--- src/rtl/param_delay_pipe_pkg.sv ---
// Shared constants and helpers for the parameterised delay pipeline.
// Benches use the legal-range limits when sweeping parameters.
package param_delay_pipe_pkg;

  localparam int unsigned WIDTH_MAX = 64;
  localparam int unsigned DEPTH_MAX = 16;

  // Ceiling log2; callers pass DEPTH+1, so n is always at least 2.
  function automatic int unsigned pdp_clog2(input int unsigned n);
    int unsigned r;
    r = 0;
    for (int unsigned i = 0; i < 32; i++) begin
      if ((64'd1 << i) < 64'(n)) r = i + 1;
    end
    return r;
  endfunction

  localparam int unsigned CW_MAX = pdp_clog2(DEPTH_MAX + 1);

endpackage

--- src/rtl/param_pipe_stage.sv ---
// One pipeline slot: WIDTH-bit data register plus valid bit.
// The slot loads on enable and returns to INIT on reset or flush.
module param_pipe_stage #(
  parameter int unsigned      WIDTH = 4,
  parameter logic [WIDTH-1:0] INIT  = '0
) (
  input  logic             clk,
  input  logic             rst,
  input  logic             flush,
  input  logic             en,
  input  logic [WIDTH-1:0] d_in,
  input  logic             v_in,
  output logic [WIDTH-1:0] d_q,
  output logic             v_q
);

  always_ff @(posedge clk or posedge rst) begin
    if (rst) begin
      d_q <= INIT;
      v_q <= 1'b0;
    end else if (flush) begin
      d_q <= INIT;
      v_q <= 1'b0;
    end else if (en) begin
      d_q <= d_in;
      v_q <= v_in;
    end
  end

endmodule

--- src/rtl/param_delay_pipe.sv ---
// DEPTH-stage registered delay line with valid/ready on both ends.
// A stall freezes every stage; there is no bubble collapsing.
module param_delay_pipe
  import param_delay_pipe_pkg::*;
#(
  parameter int unsigned          WIDTH = 4,
  parameter int unsigned          DEPTH = 2,
  parameter logic [WIDTH_MAX-1:0] INIT  = '0,
  localparam int unsigned         CW    = pdp_clog2(DEPTH + 1)
) (
  input  logic             clk,
  input  logic             rst,
  input  logic             flush,
  input  logic             in_valid,
  output logic             in_ready,
  input  logic [WIDTH-1:0] in_data,
  output logic             out_valid,
  input  logic             out_ready,
  output logic [WIDTH-1:0] out_data,
  output logic [CW-1:0]    count
);

  localparam logic [WIDTH-1:0] INIT_W = INIT[WIDTH-1:0];

  logic [WIDTH-1:0] d [DEPTH];
  logic [DEPTH-1:0] v;
  logic             adv;
  logic             acc;
  logic             leave;

  // Whole line moves together whenever the tail is empty or being drained.
  assign adv      = !v[DEPTH-1] || out_ready;
  assign in_ready = adv;
  assign acc      = in_valid && adv;
  assign leave    = v[DEPTH-1] && out_ready;

  assign out_data  = d[DEPTH-1];
  assign out_valid = v[DEPTH-1];

  for (genvar i = 0; i < DEPTH; i++) begin : g_stage
    logic [WIDTH-1:0] d_in;
    logic             v_in;

    if (i == 0) begin : g_head
      assign d_in = in_data;
      assign v_in = in_valid;
    end else begin : g_body
      assign d_in = d[i-1];
      assign v_in = v[i-1];
    end

    param_pipe_stage #(
      .WIDTH (WIDTH),
      .INIT  (INIT_W)
    ) u_stage (
      .clk   (clk),
      .rst   (rst),
      .flush (flush),
      .en    (adv),
      .d_in  (d_in),
      .v_in  (v_in),
      .d_q   (d[i]),
      .v_q   (v[i])
    );
  end

  // Occupancy tracks accepts minus departures; flush drops everything.
  always_ff @(posedge clk or posedge rst) begin
    if (rst) begin
      count <= '0;
    end else if (flush) begin
      count <= '0;
    end else if (acc && !leave) begin
      count <= count + CW'(1);
    end else if (leave && !acc) begin
      count <= count - CW'(1);
    end
  end

endmodule

--- config.mk ---
export PLATFORM = sky130hd
export DESIGN_NAME = param_delay_pipe
export DESIGN_NICKNAME = d
export VERILOG_FILES = /design/src/rtl/param_delay_pipe_pkg.sv /design/src/rtl/param_pipe_stage.sv /design/src/rtl/param_delay_pipe.sv
export SDC_FILE = /design/constraint.sdc
export NUM_CORES = 1
export LEC_CHECK = 0
export CORE_AREA = 2 2 39 41
export CTS_CLUSTER_DIAMETER = 80
export DETAILED_ROUTE_END_ITERATION = 8
export DIE_AREA = 0 0 41 43
export GPL_TIMING_DRIVEN = 0
export PLACE_DENSITY = 0.69
export SLEW_MARGIN = 30
export SYNTH_ARGS = -nofsm -noshare
export SYNTH_HDL_FRONTEND = slang
export SYNTH_SLANG_ARGS = --single-unit
--- constraint.sdc ---
create_clock -name clk -period 1.6 [get_ports clk]
set_input_delay 0.16 -clock clk [delete_from_list [all_inputs] [get_ports clk]]
set_output_delay 0.16 -clock clk [all_outputs]
set_load 0.02 [all_outputs]
==> results.txt, run 1 <==
Of all nets on the critical path, the largest fanout is 10. TritonCTS built the clock tree. Counting distinct cell types in the post-synthesis netlist gives 15. The global-route wire length before repair came out at 1.65 mm. Setup repair after global routing left no endpoint under its margin.

By area the synthesized netlist is led by dfrtp_1 (59%), nand2_1 (13%), a21oi_1 (8.8%). The clock slew seen by the registers of the worst setup and hold paths was 0.07 ns. Type of the most critical hold path: input port to asynchronous set/reset pin.

The pre-antenna-repair detailed-routing pass consisted of 3 iterations. Number of cells on the worst reg-to-reg path: 3. For the number of levels in the clock H-tree, the log shows 1.

Buffers inserted during clock tree synthesis total 3. Hold violation count in the final report: 0. Number of antenna violations at the first check in global routing: 0. Max-cap violations in this run came to 0.

The wire length per cell came out at 11.0 um. The pin slew with the least headroom to its limit was 0.437 ns; the number of clock sinks was 12. The die covers 1760 um^2. Counting instances in the post-synthesis netlist gives the leading cell types as nand2_1 (18), dfrtp_1 (12), a21oi_1 (9). The buffer depth of the longest clock path was 2; the hold-fix buffer count after cts was 0.

Overall power of the completed layout: 0.000615 W. For the effective utilization at floorplan, the log shows 36.9%. The pin count of the biggest net entering global routing is 13.

The top cell type by area accounts for 58.8% of the synthesized area. Detailed placer's ending HPWL: 710 um. STA classifies the critical path startpoint as a register.

The biggest area consumer among synthesized cells was dfrtp_1. The average instance in the mapped netlist occupies 9.28 um^2. The number of nets handed over by synthesis was 64. The detail-routed via count per cell is 4.62, and the growth of design area from synthesis to finish is 42.2%. The count of port buffers added during placement was 16. Data arrives at the worst endpoint at 1.36 ns. The number of diodes added for antenna fixing is 0, and the share of the cycle needed by the critical path after routing is 94.8%. The minimum period implied by the final worst setup slack was 1.52 ns.

Remaining global-route overflow: 0. The detailed router placed 416 vias in this run. In this run the worst setup path begins at g_stage[1].u_stage.v_q$_DFFE_PP0P_. The run gives 85 as the number of nets at the end of the flow. The tools report the critical path data required time as 1.44 ns. The horizontal die dimension is 41 um, and the top-level I/O count is 17. During synthesis, Yosys emitted a total of 0 warnings. In the post-synthesis netlist, the cell with the most instances is nand2_1.

The achievable frequency was 659 MHz. The nature of the critical path endpoint was a primary output. In this run the register-to-register setup slack is 0.36 ns.

The share of post-route cells with drive strength above 1 came out at 9.46%. The synthesized design contains 0 enable-type register cells. The proportion of register bits with asynchronous set or reset after synthesis came out at 100%. Row generation in the floorplan step produced 14 rows. The tools report the final worst setup slack as 0.0826 ns. The critical path is of the register to primary output type. Wires add up to 991 um.

In this run the critical register-to-register path is captured at count[1]$_DFFE_PP0P_. The placeable core region came out at 1380 um^2. For the final count of pins violating max slew, the log shows 0.

The most used flip-flop cell after synthesis is dfrtp_1. The mapped netlist covers 510 um^2. For this block, the initial DRC count from the detailed router was 14. The worst-case clock skew is 0.00106 ns. VDD sags by at most 0.577 mV. The source-to-sink clock delay at the later pin of the worst-skew pair came out at 0.26 ns.

The endpoint of the worst setup timing path is in_ready. Setup violations remaining at the end of the flow were counted as 0. The tools report the overall routing resource usage as 14.9%. In this run the critical register-to-register path is launched from g_stage[1].u_stage.v_q$_DFFE_PP0P_. In the final timing run, aggregate negative setup slack is 0 ns. Final hold analysis gives a worst-case slack of 0.192 ns. At the placement stage, the worst setup path has a slack of -0.184 ns. The die boundary height is 43 um. The headroom to the max-slew limit came out at 70.9%.

The flow ran to the end, and the final reports show no timing, DRC or antenna violations. For this design the ratio of total power to cell area is 848 nW/um^2. The number of global-route vias before repair is 392, and the post-detailed-route count of antenna-violating nets is 0. The flip-flop and latch count after synthesis is 12.

CTS placed an instance of clkbuf_4 at the clock tree root. The cell count after synthesis came out at 55. The sequential-to-total area share from yosys stat is 58.8%, and the static power due to leakage is 0.330 nW.

The congestion estimate from routability-driven global placement came to 0.665. For the remaining design rule violation count, the log shows 0.
==> metrics by stage <==
stage	std cells	util (%)	area [um^2]
after global routing	90	52.4	726
final	90	52.4	726
after CTS	90	51.5	713
after floorplan	55	-	510
after detailed placement	87	49.9	691
after global placement	87	49.9	691
==> state kept, by name, indices dropped and copies added, names as in the netlist <==
name / count
count: 2
g_stage.u_stage.d_q: 8
g_stage.u_stage.v_q: 2
==> cell type report <==
class                           instances  area (um^2)
Fill cell                             142          658
Tap cell                               16         20.0
Timing Repair Buffer                   16          159
Clock buffer                            3         22.5
Buffer                                  2         8.76
Multi-Input combinational cell         39          194
Sequential cell                        12          300
Inverter                                2         21.3
==> cells in the final DEF (no fill, tap or decap) <==
cell type / n
mux2i_1: 1
o21a_1: 1
clkbuf_4: 3
clkdlybuf4s50_1: 15
and2b_2: 1
nor3_1: 2
dlygate4sd2_1: 1
dfrtp_1: 12
buf_2: 1
inv_1: 1
a21oi_1: 9
and3b_2: 1
bufinv_8: 1
nand2_1: 18
nor2b_1: 2
mux2_1: 1
clkbuf_1: 1
nor2_1: 3
==> worst max-delay path: stages (launching register included) <==
cell,delay [ns]
dfrtp_1,0.37
nor2b_1,0.18
bufinv_8,0.22
dlygate4sd2_1,0.31
==> report_power, final <==
group,leakage [nW],total (W),switching (W),internal [W]
Combinational,0.157,0.000108,0.0000507,0.0000571
Sequential,0.158,0.000332,0.0000110,0.000321
Clock,0.0138,0.000175,0.0000881,0.0000870
Total,0.330,0.000615,0.000150,0.000465
==> logic make-up after synthesis <==
group / share of synthesized area [%]
buffers and inverters: 3.18
AND/OR/NAND/NOR: 23.5
AO/OA/AOI/OAI: 10.3
multiplexers: 4.17
flip-flops: 58.8
==> layer usage <==
layer,vias to the layer above,part of all wire (%),GRT usage [%]
li1,215,-,-
met1,189,41,19.1
met2,10,50,19.7
met3,2,6.8,9.42
met4,0,1.2,6.00
met5,-,0,0
==> worst min-delay path by stage <==
| stage | start | end | slack [ns] | cells past startpoint |
|---|---|---|---|---|
| final | rst | g_stage[1].u_stage.d_q[3]$_DFFE_PP0P_ | 0.19 | 2 |
| after global routing | rst | g_stage[1].u_stage.d_q[3]$_DFFE_PP0P_ | 0.25 | 2 |
| after CTS | rst | g_stage[1].u_stage.d_q[1]$_DFFE_PP0P_ | 0.20 | 2 |
| after detailed placement | rst | g_stage[1].u_stage.d_q[3]$_DFFE_PP0P_ | 0.49 | 2 |
| after global placement | g_stage[0].u_stage.v_q$_DFFE_PP0P_ | g_stage[1].u_stage.v_q$_DFFE_PP0P_ | 0.47 | 2 |
| after floorplan | rst | count[0]$_DFFE_PP0P_ | 0.02 | 1 |
==> repair_timing <==
action,in CTS,in global routing
setup endpoints to repair,1,1
setup buffers,0,0
gates resized for setup,2,1
No activity file was read; power rests on OpenSTA's default activity.
==> inputs of run 2 (changes only) <==
--- a/config.mk
+++ b/config.mk
@@ -10,6 +10,7 @@
 export DETAILED_ROUTE_END_ITERATION = 8
 export DIE_AREA = 0 0 41 43
 export GPL_TIMING_DRIVEN = 0
+export MAX_ROUTING_LAYER = met4
 export PLACE_DENSITY = 0.69
 export SLEW_MARGIN = 30
 export SYNTH_ARGS = -nofsm -noshare
==> results.txt, run 2 (synthesized netlist as in run 1, its figures left out) <==
The logs give 0.330 nW (unchanged) for the static power due to leakage and 419 (was 416) for the via count of the routed design. The count of port buffers added during placement is 16 (unchanged), and the post-detailed-route count of antenna-violating nets is 0 (unchanged). The number of clock sinks came out at 12 (unchanged). The tools report the source-to-sink clock delay at the later pin of the worst-skew pair as 0.26 ns (about the same). For the achievable frequency, the log shows 659 MHz (about the same).

The floorplan die area came out at 1760 um^2 (unchanged). Max capacitance violation total: 0 (unchanged). For the headroom to the max-slew limit, the log shows 70.3% (was 70.9%).

The start-to-end type of the worst setup path was register to primary output (unchanged). The placeable core region is 1380 um^2 (unchanged). TritonCTS built the clock tree.

The pin slew with the least headroom to its limit is 0.445 ns (was 0.437 ns). The share of the cycle needed by the critical path after routing works out to 94.8% (about the same). The first-iteration detailed-routing DRC count came out at 7 (was 14). Nature of the critical path startpoint: a register (unchanged). The logs give 726 um^2 (unchanged) for the cell area after layout and 1.00 mm (was 991 um) for the total detailed-routing wirelength.

For the hold violation count in the final report, the log shows 0 (unchanged). The horizontal die dimension is 41 um (unchanged), and the total cell area at the placement stage is 691 um^2 (unchanged). Detail-routed via count per cell: 4.66 (was 4.62). The run gives 0 (unchanged) as the remaining global-route overflow.

The logs give 194 um^2 (unchanged) for the total area of multi-input combinational cells and 0 (unchanged) for the final number of setup-violating endpoints. The number of nets at the end of the flow is 85 (unchanged), and the number of flip-flops in the largest register is 8 (unchanged). The logs give 14 (unchanged) for the row count and 13 (unchanged) for the pin count of the biggest net entering global routing. The register area is 300 um^2 (unchanged), and the worst-case vdd ir drop is 0.577 mV (about the same). For the final count of pins violating max slew, the log shows 0 (unchanged). The detailed placer's ending HPWL is 710 um (unchanged). The total CTS buffers is 3 (unchanged). The top-level I/O count is 17 (unchanged), and the clock slew seen by the registers of the worst setup and hold paths is 0.07 ns (about the same).

The minimum period implied by the final worst setup slack was 1.52 ns (about the same); the growth of design area from synthesis to finish was 42.2% (unchanged). The number of levels in the clock H-tree was 1 (unchanged). The logs give 0 (unchanged) for the number of antenna violations at the first check in global routing and 0 (unchanged) for the number of diodes added for antenna fixing. The worst endpoint data arrival time is 1.36 ns (about the same). The worst-case clock skew is 0.000985 ns (was 0.00106 ns). The tools report the nature of the critical path endpoint as a primary output (unchanged).

The type of the most critical hold path is input port to asynchronous set/reset pin (unchanged). Number of iterations in the first detailed-routing pass: 3 (unchanged). The root buffer cell was clkbuf_4 (unchanged).

The power density over the cells was 848 nW/um^2 (about the same). For the number of global-route vias before repair, the log shows 394 (was 392). Largest register by flop count: g_stage.u_stage.d_q (unchanged). The run finished with clean final reports.

The hold-fix buffer count after cts is 0 (unchanged), and the die boundary height is 43 um (unchanged). The logs give 0 (unchanged) for the remaining design rule violation count and 2 (unchanged) for the buffer depth of the longest clock path. The tools report the fill cell total of the finished layout as 142 (unchanged). The most common library cell in the layout ignoring fill and taps is nand2_1 (unchanged). The share of post-route cells with drive strength above 1 works out to 9.46% (unchanged).

Setup repair after global routing left no endpoint under its margin. The overall power of the completed layout is 0.000615 W (about the same), and the weighted congestion at the end of routability-driven global placement is 0.672 (was 0.665). The run gives 0 (unchanged) as the number of buffers added for setup after CTS.

Registers with the most flip-flops: g_stage.u_stage.d_q: 8 flops, count: 2 flops, g_stage.u_stage.v_q: 2 flops (unchanged). The run gives 36.9% (unchanged) as the effective utilization at floorplan. Wire length per cell: 11.1 um (was 11.0 um). The overall routing resource usage was 15.2% (was 14.9%). The global-route wire length before repair was 1.64 mm (was 1.65 mm). The tools report the critical path data required time as 1.44 ns (about the same).

Commonest cells after routing, fill and taps aside: nand2_1 (18), clkdlybuf4s50_1 (15), dfrtp_1 (12) (unchanged). The top fanout value on the critical path works out to 10 (unchanged).
## run 2: cell counts in the layout (fill, tap and decap cells not counted)
Identical to the previous run, type by type.
## run 2: power by group
part | total [W] | internal [W] | leakage [nW] | switching (W)
Clock | 0.000175 | 0.0000870 | 0.0138 | 0.0000881
Sequential | 0.000332 | 0.000321 | 0.158 | 0.0000110
Combinational | 0.000108 | 0.0000571 | 0.157 | 0.0000509
## run 2: final cells by class
cell class	count	share of cell area, %
Sequential cell	12	41.4
Multi-Input combinational cell	39	26.7
Timing Repair Buffer	16	21.9
Clock buffer	3	3.10
Inverter	2	2.93
Tap cell	16	2.76
Buffer	2	1.21
## run 2: final timing paths
kind	start	endpoint	slack [ns]	depth (start not counted)
hold / removal	rst	g_stage[1].u_stage.d_q[3]$_DFFE_PP0P_	0.19	2
setup / recovery	g_stage[1].u_stage.v_q$_DFFE_PP0P_	in_ready	0.08	3
hold reg to reg	g_stage[0].u_stage.v_q$_DFFE_PP0P_	g_stage[1].u_stage.v_q$_DFFE_PP0P_	0.51	2
max in group asynchronous	rst	g_stage[0].u_stage.v_q$_DFFE_PP0P_	1.11	2
min in group clk	in_data[1]	g_stage[0].u_stage.d_q[1]$_DFFE_PP0P_	0.44	3
setup reg to reg	g_stage[1].u_stage.v_q$_DFFE_PP0P_	count[1]$_DFFE_PP0P_	0.36	3
## run 2: metrics by stage
stage	TNS, ns	cells	hold slack, ns	setup WS (ns)	util (%)
floorplan	0	55	0.0247	0.319	-
global placement	-0.172	87	0.469	-0.172	49.9
detailed placement	-0.184	87	0.492	-0.184	49.9
CTS	0	90	0.200	0.0366	51.5
global route	0	90	0.242	0.000195	52.4
finish	0	90	0.193	0.0828	52.4
## run 2: repair_timing
| action | in CTS | in global routing |
|---|---|---|
| gates resized for setup | 2 | 1 |
| endpoints found under the hold margin | 0 | 0 |
| endpoints found under the setup margin | 1 | 1 |
| gates cloned | 0 | 0 |
## run 2: per-layer routing
metal | GRT usage [%] | part of all wire, %
met2 | 20.0 | 50
met3 | 9.42 | 6.7
met5 | - | 0
met1 | 18.4 | 42
met4 | 6.00 | 1.2
## run 2: critical path, stage by stage (launching register included)
cell and delay [ns]:
dfrtp_1 0.37, nor2b_1 0.18, bufinv_8 0.22, dlygate4sd2_1 0.31
